$ cat src/rtl/data_link_pkg.sv
// data_link_pkg: shared types and helpers for the link receive path.
//   word_class_t : classification of a received link word.
//   lock_state_t : link lock tracker state.
//   bit_reverse  : reverses the low 'width' bits of a word (width <= 64).
package data_link_pkg;

  typedef enum logic [1:0] {
    WC_IDLE,
    WC_BX0,
    WC_DATA
  } word_class_t;

  typedef enum logic {
    ST_UNLOCKED,
    ST_LOCKED
  } lock_state_t;

  localparam int unsigned MAX_REV_WIDTH = 64;

  function automatic logic [63:0] bit_reverse(input logic [63:0] x,
                                              input int unsigned width);
    logic [63:0] r;
    r = '0;
    for (int unsigned i = 0; i < MAX_REV_WIDTH; i++) begin
      if (i < width) r[6'(width - 1 - i)] = x[6'(i)];
    end
    return r;
  endfunction

endpackage

$ cat src/rtl/data_demux_impl_fifo.sv
// tagged_sync_fifo: synchronous FIFO storing a data word plus a routing tag.
//   push/push_data/push_tag : write side (ignored when full)
//   pop                     : read side (ignored when empty)
//   head_data/head_tag      : oldest entry, valid while !empty
//   full/empty              : occupancy flags
// Reset clears the pointers, flushing the contents immediately.
module tagged_sync_fifo #(
  parameter int DATA_WIDTH = 32,
  parameter int TAG_WIDTH  = 4,
  parameter int DEPTH      = 2
) (
  input  logic                  clk,
  input  logic                  reset,
  input  logic                  push,
  input  logic [DATA_WIDTH-1:0] push_data,
  input  logic [TAG_WIDTH-1:0]  push_tag,
  input  logic                  pop,
  output logic [DATA_WIDTH-1:0] head_data,
  output logic [TAG_WIDTH-1:0]  head_tag,
  output logic                  full,
  output logic                  empty
);

  localparam int AW = $clog2(DEPTH);

  typedef struct packed {
    logic [TAG_WIDTH-1:0]  tag;
    logic [DATA_WIDTH-1:0] data;
  } entry_t;

  entry_t      mem_q [DEPTH];
  entry_t      mem_d [DEPTH];
  logic [AW:0] wr_ptr_q, wr_ptr_d;
  logic [AW:0] rd_ptr_q, rd_ptr_d;
  logic        do_push, do_pop;

  // Pointers carry one extra wrap bit to tell full from empty.
  always_comb begin
    full      = (wr_ptr_q[AW] != rd_ptr_q[AW]) &&
                (wr_ptr_q[AW-1:0] == rd_ptr_q[AW-1:0]);
    empty     = (wr_ptr_q == rd_ptr_q);
    do_push   = push && !full;
    do_pop    = pop && !empty;
    mem_d     = mem_q;
    wr_ptr_d  = wr_ptr_q;
    rd_ptr_d  = rd_ptr_q;
    if (do_push) begin
      mem_d[wr_ptr_q[AW-1:0]] = '{tag: push_tag, data: push_data};
      wr_ptr_d = wr_ptr_q + 1'b1;
    end
    if (do_pop) rd_ptr_d = rd_ptr_q + 1'b1;
    head_data = mem_q[rd_ptr_q[AW-1:0]].data;
    head_tag  = mem_q[rd_ptr_q[AW-1:0]].tag;
  end

  always_ff @(posedge clk) begin
    if (reset) begin
      wr_ptr_q <= '0;
      rd_ptr_q <= '0;
    end else begin
      wr_ptr_q <= wr_ptr_d;
      rd_ptr_q <= rd_ptr_d;
    end
  end

  always_ff @(posedge clk) begin
    mem_q <= mem_d;
  end

endmodule

$ cat src/rtl/data_demux_impl.sv
// data_demux_impl: link receive demux.
//   tdata_in/tvalid_in/tready_in : deserialized link words (tready_in = room)
//   tdata_out/tvalid_out/tready_out : per-output AXIS payload streams
//   output_select      : destination of DATA words, sampled at classification
//   idle_word(_BX0)    : idle / BX0 patterns in the post-reversal domain
//   n_lock_words, n_unlock_errors, bx_period : lock and orbit-check settings
//   fc_linkReset       : force reacquisition
//   locked, fc_orbitSync, bx0_error : status and one-cycle pulses
//   error_count, drop_count : saturating BX0-error / bad-select counters
module data_demux_impl
  import data_link_pkg::*;
#(
  parameter int DATA_WIDTH         = 32,
  parameter int N_OUTPUTS          = 2,
  parameter int INPUT_REVERSE_BITS = 1,
  parameter int FIFO_DEPTH         = 2
) (
  input  logic                                  clk,
  input  logic                                  reset,
  input  logic [DATA_WIDTH-1:0]                 tdata_in,
  input  logic                                  tvalid_in,
  output logic                                  tready_in,
  output logic [N_OUTPUTS-1:0][DATA_WIDTH-1:0]  tdata_out,
  output logic [N_OUTPUTS-1:0]                  tvalid_out,
  input  logic [N_OUTPUTS-1:0]                  tready_out,
  input  logic [3:0]                            output_select,
  input  logic [DATA_WIDTH-1:0]                 idle_word,
  input  logic [DATA_WIDTH-1:0]                 idle_word_BX0,
  input  logic [15:0]                           n_lock_words,
  input  logic [7:0]                            n_unlock_errors,
  input  logic [15:0]                           bx_period,
  input  logic                                  fc_linkReset,
  output logic                                  locked,
  output logic                                  fc_orbitSync,
  output logic                                  bx0_error,
  output logic [15:0]                           error_count,
  output logic [15:0]                           drop_count
);

  localparam int unsigned TAG_W       = 4;
  localparam logic [4:0]  N_OUT_LIMIT = 5'(N_OUTPUTS);

  lock_state_t           state_q, state_d;
  word_class_t           word_cls;
  logic                  s1_valid_q, s1_valid_d;
  logic [DATA_WIDTH-1:0] s1_data_q, s1_data_d;
  logic [15:0]           lock_cnt_q, lock_cnt_d;
  logic [15:0]           bx_cnt_q, bx_cnt_d;
  logic [7:0]            consec_q, consec_d;
  logic                  armed_q, armed_d;
  logic                  orbit_q, orbit_d;
  logic                  bxerr_q, bxerr_d;
  logic [15:0]           error_count_q, error_count_d;
  logic [15:0]           drop_count_q, drop_count_d;

  logic [DATA_WIDTH-1:0] word_in;
  logic [DATA_WIDTH-1:0] head_data;
  logic [TAG_W-1:0]      head_tag;
  logic                  fifo_full, fifo_empty, fifo_push, fifo_pop;
  logic                  accept, s1_fire, bx_err;
  logic [15:0]           lock_thr, lock_inc;
  logic [7:0]            unlock_thr;

  // Stage 1 stalls only when it holds a word and the buffer is full, so the
  // buffer plus the in-flight word never overflow.
  assign tready_in = !(s1_valid_q && fifo_full);
  assign accept    = tvalid_in && tready_in;
  assign s1_fire   = s1_valid_q && !fifo_full;
  assign fifo_pop  = |(tvalid_out & tready_out);

  assign lock_thr   = (n_lock_words == '0) ? 16'd1 : n_lock_words;
  assign unlock_thr = (n_unlock_errors == '0) ? 8'd1 : n_unlock_errors;

  always_comb begin
    if (INPUT_REVERSE_BITS != 0) word_in = DATA_WIDTH'(bit_reverse(64'(tdata_in), DATA_WIDTH));
    else                         word_in = tdata_in;
  end

  always_comb begin
    for (int unsigned i = 0; i < N_OUTPUTS; i++) begin
      tdata_out[i]  = head_data;
      tvalid_out[i] = !fifo_empty && (head_tag == TAG_W'(i));
    end
  end

  always_comb begin
    s1_valid_d    = s1_valid_q;
    s1_data_d     = s1_data_q;
    state_d       = state_q;
    lock_cnt_d    = lock_cnt_q;
    bx_cnt_d      = bx_cnt_q;
    consec_d      = consec_q;
    armed_d       = armed_q;
    orbit_d       = 1'b0;
    bxerr_d       = 1'b0;
    error_count_d = error_count_q;
    drop_count_d  = drop_count_q;
    fifo_push     = 1'b0;
    lock_inc      = lock_cnt_q;
    bx_err        = 1'b0;

    // BX0 pattern wins over the idle pattern.
    word_cls = WC_DATA;
    if (s1_data_q == idle_word_BX0)  word_cls = WC_BX0;
    else if (s1_data_q == idle_word) word_cls = WC_IDLE;

    if (accept) begin
      s1_valid_d = 1'b1;
      s1_data_d  = word_in;
    end else if (s1_valid_q && (!fifo_full || fc_linkReset)) begin
      s1_valid_d = 1'b0;
    end

    if (fc_linkReset) begin
      state_d    = ST_UNLOCKED;
      lock_cnt_d = '0;
      bx_cnt_d   = '0;
      consec_d   = '0;
      armed_d    = 1'b0;
    end else if (s1_fire) begin
      unique case (state_q)
        ST_UNLOCKED: begin
          if (word_cls == WC_DATA) begin
            lock_cnt_d = '0;
          end else begin
            lock_inc   = (lock_cnt_q >= lock_thr) ? lock_thr : lock_cnt_q + 16'd1;
            lock_cnt_d = lock_inc;
            if (lock_inc >= lock_thr) begin
              state_d  = ST_LOCKED;
              bx_cnt_d = '0;
              consec_d = '0;
              // Locking on a BX0 starts the orbit window right away;
              // otherwise the window opens at the first BX0 seen.
              armed_d  = (word_cls == WC_BX0);
            end
          end
        end
        ST_LOCKED: begin
          if (word_cls == WC_BX0) begin
            if (bx_period == '0) begin
              orbit_d = 1'b1;
            end else if (!armed_q || (bx_cnt_q == bx_period - 16'd1)) begin
              orbit_d  = 1'b1;
              consec_d = '0;
              bx_cnt_d = '0;
              armed_d  = 1'b1;
            end else begin
              bx_err = 1'b1;
            end
          end else begin
            if (word_cls == WC_DATA) begin
              if ({1'b0, output_select} < N_OUT_LIMIT) fifo_push = 1'b1;
              else if (drop_count_q != '1)             drop_count_d = drop_count_q + 16'd1;
            end
            if ((bx_period != '0) && armed_q) begin
              if (bx_cnt_q + 16'd1 == bx_period) bx_err = 1'b1;
              else                               bx_cnt_d = bx_cnt_q + 16'd1;
            end
          end
          if (bx_err) begin
            bxerr_d  = 1'b1;
            bx_cnt_d = '0;
            if (error_count_q != '1) error_count_d = error_count_q + 16'd1;
            if (consec_q + 8'd1 >= unlock_thr) begin
              state_d    = ST_UNLOCKED;
              lock_cnt_d = '0;
              consec_d   = '0;
              armed_d    = 1'b0;
            end else begin
              consec_d = consec_q + 8'd1;
            end
          end
        end
        default: state_d = ST_UNLOCKED;
      endcase
    end
  end

  always_ff @(posedge clk) begin
    if (reset) begin
      state_q       <= ST_UNLOCKED;
      s1_valid_q    <= 1'b0;
      s1_data_q     <= '0;
      lock_cnt_q    <= '0;
      bx_cnt_q      <= '0;
      consec_q      <= '0;
      armed_q       <= 1'b0;
      orbit_q       <= 1'b0;
      bxerr_q       <= 1'b0;
      error_count_q <= '0;
      drop_count_q  <= '0;
    end else begin
      state_q       <= state_d;
      s1_valid_q    <= s1_valid_d;
      s1_data_q     <= s1_data_d;
      lock_cnt_q    <= lock_cnt_d;
      bx_cnt_q      <= bx_cnt_d;
      consec_q      <= consec_d;
      armed_q       <= armed_d;
      orbit_q       <= orbit_d;
      bxerr_q       <= bxerr_d;
      error_count_q <= error_count_d;
      drop_count_q  <= drop_count_d;
    end
  end

  assign locked       = (state_q == ST_LOCKED);
  assign fc_orbitSync = orbit_q;
  assign bx0_error    = bxerr_q;
  assign error_count  = error_count_q;
  assign drop_count   = drop_count_q;

  tagged_sync_fifo #(
    .DATA_WIDTH (DATA_WIDTH),
    .TAG_WIDTH  (TAG_W),
    .DEPTH      (FIFO_DEPTH)
  ) u_fifo (
    .clk       (clk),
    .reset     (reset),
    .push      (fifo_push),
    .push_data (s1_data_q),
    .push_tag  (output_select),
    .pop       (fifo_pop),
    .head_data (head_data),
    .head_tag  (head_tag),
    .full      (fifo_full),
    .empty     (fifo_empty)
  );

endmodule

$ cat config.mk
export PLATFORM = sky130hd
export DESIGN_NAME = data_demux_impl
export DESIGN_NICKNAME = d
export VERILOG_FILES = /design/src/rtl/data_link_pkg.sv /design/src/rtl/data_demux_impl_fifo.sv /design/src/rtl/data_demux_impl.sv
export SDC_FILE = /design/constraint.sdc
export NUM_CORES = 1
export LEC_CHECK = 0
export CORE_MARGIN = 4
export CORE_UTILIZATION = 29
export CTS_BUF_LIST = sky130_fd_sc_hd__clkbuf_4
export CTS_CLUSTER_SIZE = 40
export DETAILED_ROUTE_END_ITERATION = 8
export DONT_BUFFER_PORTS = 1
export GPL_ROUTABILITY_DRIVEN = 0
export HOLD_SLACK_MARGIN = 0.15
export SYNTH_ARGS = -nofsm -noshare
export SYNTH_HDL_FRONTEND = slang
export SYNTH_SLANG_ARGS = --single-unit
$ cat constraint.sdc
create_clock -name clk -period 5.1 [get_ports clk]
set_input_delay 0.255 -clock clk [delete_from_list [all_inputs] [get_ports clk]]
set_output_delay 0.255 -clock clk [all_outputs]
set_load 0.02 [all_outputs]
==> impl_metrics.ini, run 1 <==
[cts]
cts_sinks = 185
htreeDepth = 4
clk_pin_slew_ns = 0.19
cts-root-buf = clkbuf_4
numCtsBuffers = 17
clock_latency_ns = 0.62
clockBufferDepth = 2
tritoncts = yes

[synth]
synth_top_cell_area_share_pct = 20.9
avgSynthCellArea_um2 = 9.65
netlist.top_cell.by_area = dfxtp_1
ys_ff_latch = 185
ys_seq_area_share_pct = 40.9
syn_area_um2 = 10800
synth_cells = 1121
synth_edf_count = 72
synthFlopType = dfxtp_1
synth_top_family_by_area = simple AND/OR/NAND/NOR gates
async_flop_share_pct = 0
synthSimpleGateAreaFrac_pct = 17.6
yosys.area_share.adder_pct = 5.44
synth_xor_area_share_pct = 11.4
synth_cell_types = 73
syn_nets = 1314
synthMuxAreaShare_pct = 6.23
ys_warn_count = 0
synth-compound-area-share_pct = 12.4
synthTopCellsByArea = dfxtp_1, edfxtp_1, xor2_1, ha_1, mux2_2

[global_route]
antenna_found_initial = 2
grt_pass1_vias = 8414
track_usage_pct = 14.9
grt_pass1_wl_um = 48000
globalRouteOverflowTotal = 0
grt_max_degree = 77

[detailed_routing]
wl_per_cell_um = 18.6
drtIter0Drc = 499
drc = 0
postRouteAntennaNets = 0
drtPass1Iterations = 5
post_drt_via_cell_ratio = 5.09
dr_total_vias = 8325
drt-total-wl_um = 30500

[worst_setup_path]
critPathRequiredTime_ns = 5.63
crit_top_cell = a21o_1
end_kind = flop
r2r_cells = 23
max_stage_delay_ns = 0.55
rr_endpoint = bx_cnt_q[10]$_SDFFE_PP0P_
crit-reg2reg-launch = lock_cnt_q[0]$_SDFFE_PP0P_
crit_path_start_kind = flop
worstPathCellList = inv_1 -> ha_1 -> nand2b_1 -> a21o_1 -> a21o_1 -> a21o_1 -> a21oi_1 -> o21ai_0 -> a21oi_2 -> buf_4 -> mux2i_1 -> inv_1 -> ha_1 -> nand2b_1 -> a21o_1 -> a21o_1 -> a21o_1 -> a21oi_1 -> o21ai_1 -> a211oi_1 -> buf_4 -> o21ai_0 -> o31ai_1
cp-endpoint = bx_cnt_q[10]$_SDFFE_PP0P_
arrival_ns = 5.06
cp_slowest_cell = dfxtp_1
worst-setup-path-type = flop to flop
critical_path.max_fanout = 14
crit_start = lock_cnt_q[0]$_SDFFE_PP0P_
ff2ff_setup_slack_ns = 0.57

[finish]
design_area_um2 = 12200
final-instance-count-excl-fill = 1635
area_delta_synth_final_pct = 12.6
multi_input_area_um2 = 5760
fillCellCount = 3752
layout-drive-gt1-share_pct = 10.9
seq_area_um2 = 4430
nets = 1345

[pwr]
powerDensity_nw_per_um2 = 224
peakVddDrop_mv = 0.104
power.total_mw = 2.73
leakage_nw = 4.80

[floorplan]
initial_utilization_pct = 29.5
die_w_um = 201
num_rows = 70
die_height_um = 201
ioPinCount = 248
die-area_um2 = 40500
core_um2 = 36700

[timing]
holdWs_ns = 0.261
tightest_slew_ns = 0.989
period_needed_ns = 4.53
period_share_pct = 88.8
slew_viol_final = 0
max_freq_ghz = 0.221
setup-tns-final_ns = 0
hold_violations = 0
relSlewSlack_pct = 33.9
setup_viol = 0
rsz0062_at_grt = no
skew_ns = 0.0407

[job]
drv_cap = 0

[placement]
placed_cell_area_um2 = 11200
io_buffer_count = 0
dp_cells = 1536
dp_hpwl_um = 22600

[hold_path]
worstHoldPathCells = 5
hold_path.class = input port to flop

[outcome]
status = complete, no violations
-- layout make-up --
| class | instances | share of cell area [%] |
|---|---|---|
| clock inverter | 15 | 1.88 |
| multi-input combinational | 807 | 47.3 |
| antenna | 2 | 0.0411 |
| timing repair buffer | 91 | 7.09 |
| sequential | 185 | 36.3 |
| clock buffer | 17 | 1.05 |
| inverter | 50 | 1.54 |
| tap | 468 | 4.81 |
-- worst min path at each step --
stage                            start                               to  slack [ns]
global placement                 reset      error_count[5]$_SDFFE_PP0P_        0.33
detailed placement               reset      error_count[5]$_SDFFE_PP0P_        0.33
floorplan             output_select[0]       u_fifo.mem_q[32]$_DFFE_PP_        0.35
CTS                 n_unlock_errors[5]         consec_q[5]$_SDFFE_PP0P_        0.18
global route          output_select[0]       u_fifo.mem_q[32]$_DFFE_PP_        0.20
finish                    fc_linkReset  u_fifo.wr_ptr_q[0]$_SDFFE_PP0P_        0.26
-- layout by cell type (no fill, tap or decap), drive strengths merged, types with 4 or more instances in the layout --
master and count:
a2111oi 5, a211oi 9, a21o 20, a21oi 61, a22o 21, and2 9
and3 17, and4 8, buf 27, clkbuf 17, clkinv 8, dfxtp 113
dlygate4sd3 64, edfxtp 72, ha 47, inv 55, mux2 43, mux2i 19
nand2 96, nand2b 13, nand3 29, nand4 29, nor2 76, nor2b 14
nor3 21, nor4 29, o21ai 30, o31ai 9, o41ai 4, or2 7
or4 8, xnor2 41, xor2 99
-- flip-flops by register name (all words and copies together) (netlist names) --
signal,cells
u_fifo.mem_q,72
drop_count,16
s1_data_q,32
u_fifo.rd_ptr_q,2
locked,1
s1_valid_q,1
lock_cnt_q,16
bx_cnt_q,16
armed_q,1
fc_orbitSync,1
consec_q,8
u_fifo.wr_ptr_q,2
bx0_error,1
error_count,16
-- critical path: cells and delay by family (launching register included) --
kind | cells | cell delay (ns)
compound gates | 14 | 2.31
buf+inv | 4 | 0.53
simple gates | 2 | 0.28
fa+ha+maj | 2 | 0.56
mux | 1 | 0.23
flops | 1 | 0.55
-- stage by stage --
stage / utilization [%] / worst slack, ns
6_report: 33.2 / 0.569
3_3_place_gp: 30.4 / 0.192
2_1_floorplan: - / 0.0945
5_1_grt: 33.2 / 0.0947
4_1_cts: 33.2 / 0.382
3_5_place_dp: 30.4 / 0.0819
-- routing by layer --
metal,routed length [µm],track usage [%],up-vias
li1,-,-,4060
met2,14500,24.3,216
met4,680,4.77,0
met1,13400,18.9,4008
met5,0,0,-
met3,1990,4.43,41
-- kinds of logic (layout without fill, tap and decap cells) --
group	Yosys count	after routing
xor gates and xnor gates	140	140
buffers and inverters	129	173
muxes	62	62
AOI/OAI and AO/OA	189	189
and+or+nand+nor	369	369
adders and majority gates	47	47
other	0	2
DFF	185	185
-- power breakdown --
part / internal, mW / total (mW) / switching [mW]
Sequential: 1.55 / 1.58 / 0.0309
Combinational: 0.0986 / 0.205 / 0.106
Clock: 0.330 / 0.951 / 0.620
-- what timing repair did --
item,4_1_cts,5_1_grt
endpoints found under the setup margin,0,4
hold endpoints to repair,99,0
hold buffers,65,0
gates resized for setup,0,1
setup buffers,0,0
-- cell usage after synthesis, types with 7 or more instances --
master and count:
a21oi_1 59, mux2i_1 19, nor4_1 28, nor2b_1 14, buf_2 9, o21ai_0 30
a22o_1 21, and2_1 9, nor2_1 76, a21o_1 20, nor3_1 20, and3_1 17
dfxtp_1 113, edfxtp_1 72, and4_1 8, nand2_1 95, inv_1 50, a211oi_1 9
mux2_2 39, nand4_1 28, xor2_1 98, clkbuf_1 31, or4_1 7, o31ai_1 9
nand3_1 29, or2_2 7, nand2b_1 13, ha_1 47, buf_4 33, xnor2_1 41
Note: power is estimated with default switching activity, not from simulation.
==> inputs of run 2 (changes only) <==
SLEW_MARGIN = 20   (was default)
SYNTH_HIERARCHICAL = 1   (was default)
==> run 2 against run 1 <==
  * Clock skew down 0.012 ns
  * First-iteration DRC count down 4.2%
  * Sequential cell count unchanged
  * Clock power down 19%
  * Hold slack worse by 0.041 ns
  * Cell count up 2.9%
  * Combinational power up 12%
  * Register-to-register slack worse by 0.04 ns
  * Global-route usage up 0.10 points
  * Setup slack worse by 0.037 ns
==> impl_metrics.ini, run 2 <==
[synth]
netlist.top_cell.by_area = dfxtp_1
synth_edf_count = 72
synth_top_cell_area_share_pct = 20.9
ys_ff_latch = 185
synthFlopType = dfxtp_1
synth.most_common_cell = nand2_1
synth_cells = 1170
syn_nets = 1363
syn_area_um2 = 10800
synth_cell_types = 71
ys_warn_count = 6
async_flop_share_pct = 0
avgSynthCellArea_um2 = 9.24
ys_seq_area_share_pct = 40.9
synthTopCellsByCount = nand2_1, dfxtp_1, xnor2_1
synthTopCellsByArea = dfxtp_1, edfxtp_1, xnor2_1, ha_1, nand2_1

[detailed_routing]
drtPass1Iterations = 5
drtIter0Drc = 478
postRouteAntennaNets = 0
drt-total-wl_um = 31200
wl_per_cell_um = 18.5
dr_total_vias = 8847
drc = 0
post_drt_via_cell_ratio = 5.26

[placement]
dp_hpwl_um = 22900
dp_cells = 1562
io_buffer_count = 0

[floorplan]
initial_utilization_pct = 29.5
die-area_um2 = 40500
ioPinCount = 248
die_w_um = 201
core_um2 = 36700
die_height_um = 201
num_rows = 70

[global_route]
track_usage_pct = 15.0
grt_pass1_wl_um = 48300
antenna_found_initial = 2
globalRouteOverflowTotal = 0
grt_pass1_vias = 8384
grt_max_degree = 78

[hold_path]
hold_path.class = input port to flop

[cts]
clk_pin_slew_ns = 0.18
clock_latency_ns = 0.61
postCtsSetupBuffers = 0
cts_sinks = 185
numCtsBuffers = 17
htreeDepth = 4
clockBufferDepth = 2
tritoncts = yes
cts-root-buf = clkbuf_4

[timing]
period_needed_ns = 4.57
rsz0062_at_grt = no
period_share_pct = 89.6
tightest_slew_ns = 1.01
hold_violations = 0
setup_viol = 0
skew_ns = 0.0287
max_freq_ghz = 0.219
relSlewSlack_pct = 32.4
setup-tns-final_ns = 0
slew_viol_final = 0

[finish]
nets = 1393
final_common_cell = nand2_1
final-instance-count-excl-fill = 1682
mostFrequentLayoutCells = nand2_1, dfxtp_1, xnor2_1, dlygate4sd3_1, a21oi_1
regMostFlops = u_fifo/mem_q
largest_reg_flops = 72
area_delta_synth_final_pct = 12.5
fillCellCount = 3744
reg.largest.list = u_fifo/mem_q: 72 flops, s1_data_q: 32 flops
layout-drive-gt1-share_pct = 7.50

[outcome]
status = complete, no violations

[worst_setup_path]
crit_path_start_kind = flop
arrival_ns = 5.08
critical_path.max_fanout = 22
critPathRequiredTime_ns = 5.61
end_kind = flop
worst-setup-path-type = flop to flop

[job]
drv_cap = 0

[pwr]
power.total_mw = 2.58
leakage_nw = 4.52
powerDensity_nw_per_um2 = 212
peakVddDrop_mv = 0.0946
-- run 2: cell count changes after synthesis, sizes merged, moves of 10 or more --
cell / before / now
xor2: 99 / 36
xnor2: 41 / 91
nand2: 96 / 121
a21oi: 61 / 83
a22o: 21 / 5
o2bb2ai: 0 / 15
o21ai: 30 / 44
mux2i: 19 / 6
or3: 2 / 12
-- run 2: area by class of cell --
cell class	count	area, µm²	area share (%)
flip-flops and latches	185	4430	36.4
clock buffers	17	128	1.05
diodes	1	2.50	0.0206
clock inverters	15	135	1.11
repair buffers	97	963	7.92
inverters	58	218	1.79
multi-input cells	841	5710	46.9
well taps	468	586	4.81
-- run 2: logic make-up after synthesis --
logic type,after synthesis,share of synthesized area (%)
muxes,42,4.30
AOI/OAI and AO/OA,233,13.9
and+or+nand+nor,392,18.7
adders and majority gates,47,5.44
DFF,185,40.9
xor gates and xnor gates,127,10.4
buffers and inverters,144,6.45
-- run 2: per-stage QoR --
| step | setup slack (ns) | area [µm²] | hold WS [ns] | utilization [%] |
|---|---|---|---|---|
| 2_1_floorplan | 0.446 | 10800 | 0.324 | - |
| 3_3_place_gp | 0.329 | 11000 | 0.333 | 30.0 |
| 3_5_place_dp | 0.254 | 11000 | 0.336 | 30.0 |
| 4_1_cts | 0.481 | 12200 | 0.152 | 33.1 |
| 5_1_grt | 0.000965 | 12200 | 0.158 | 33.2 |
| 6_report | 0.532 | 12200 | 0.220 | 33.2 |
-- run 2: path summary, 6_finish.rpt --
path                               start                     endpoint  slack [ns]  depth (start not counted)
max           lock_cnt_q[0]$_SDFFE_PP0P_     consec_q[2]$_SDFFE_PP0P_        0.53                         23
min                         fc_linkReset  error_count[5]$_SDFFE_PP0P_        0.22                          5
max reg2reg   lock_cnt_q[0]$_SDFFE_PP0P_     consec_q[2]$_SDFFE_PP0P_        0.53                         23
min reg2reg  lock_cnt_q[14]$_SDFFE_PP0P_  lock_cnt_q[14]$_SDFFE_PP0P_        0.51                          1
-- run 2: timing repair --
item / 4_1_cts / 5_1_grt
endpoints found under the hold margin: 107 / 0
gates resized for setup: 0 / 1
endpoints found under the setup margin: 0 / 24
hold buffers: 87 / 0
-- run 2: layer usage --
layer	GRT usage, %	vias to the layer above	part of all wire (%)
met5	0	-	0
met4	6.64	0	4.1
met3	4.09	63	6.4
met2	25.4	340	47
met1	17.8	4202	42
li1	-	4242	-
-- run 2: worst max-delay path, cell delays in order (launching register included) --
cell and delay [ns]:
dfxtp_1 0.47, inv_1 0.08, ha_1 0.29, nand2b_1 0.14
a21o_1 0.17, a21o_1 0.17, a211oi_1 0.22, o21ai_0 0.13
a21oi_2 0.15, buf_4 0.26, nor2_1 0.06, a21oi_1 0.16
inv_1 0.06, ha_1 0.29, and3_1 0.17, nand3_1 0.08
o31ai_1 0.25, a31oi_1 0.15, a21oi_1 0.19, o21ai_1 0.15
a31oi_1 0.24, nor2_1 0.07, buf_4 0.17, a221o_1 0.34
-- run 2: power by group --
group / internal (mW) / total, mW / switching (mW) / leakage (nW)
clock: 0.211 / 0.775 / 0.564 / 0.139
combinational: 0.119 / 0.230 / 0.111 / 2.80
sequential: 1.55 / 1.58 / 0.0285 / 1.58
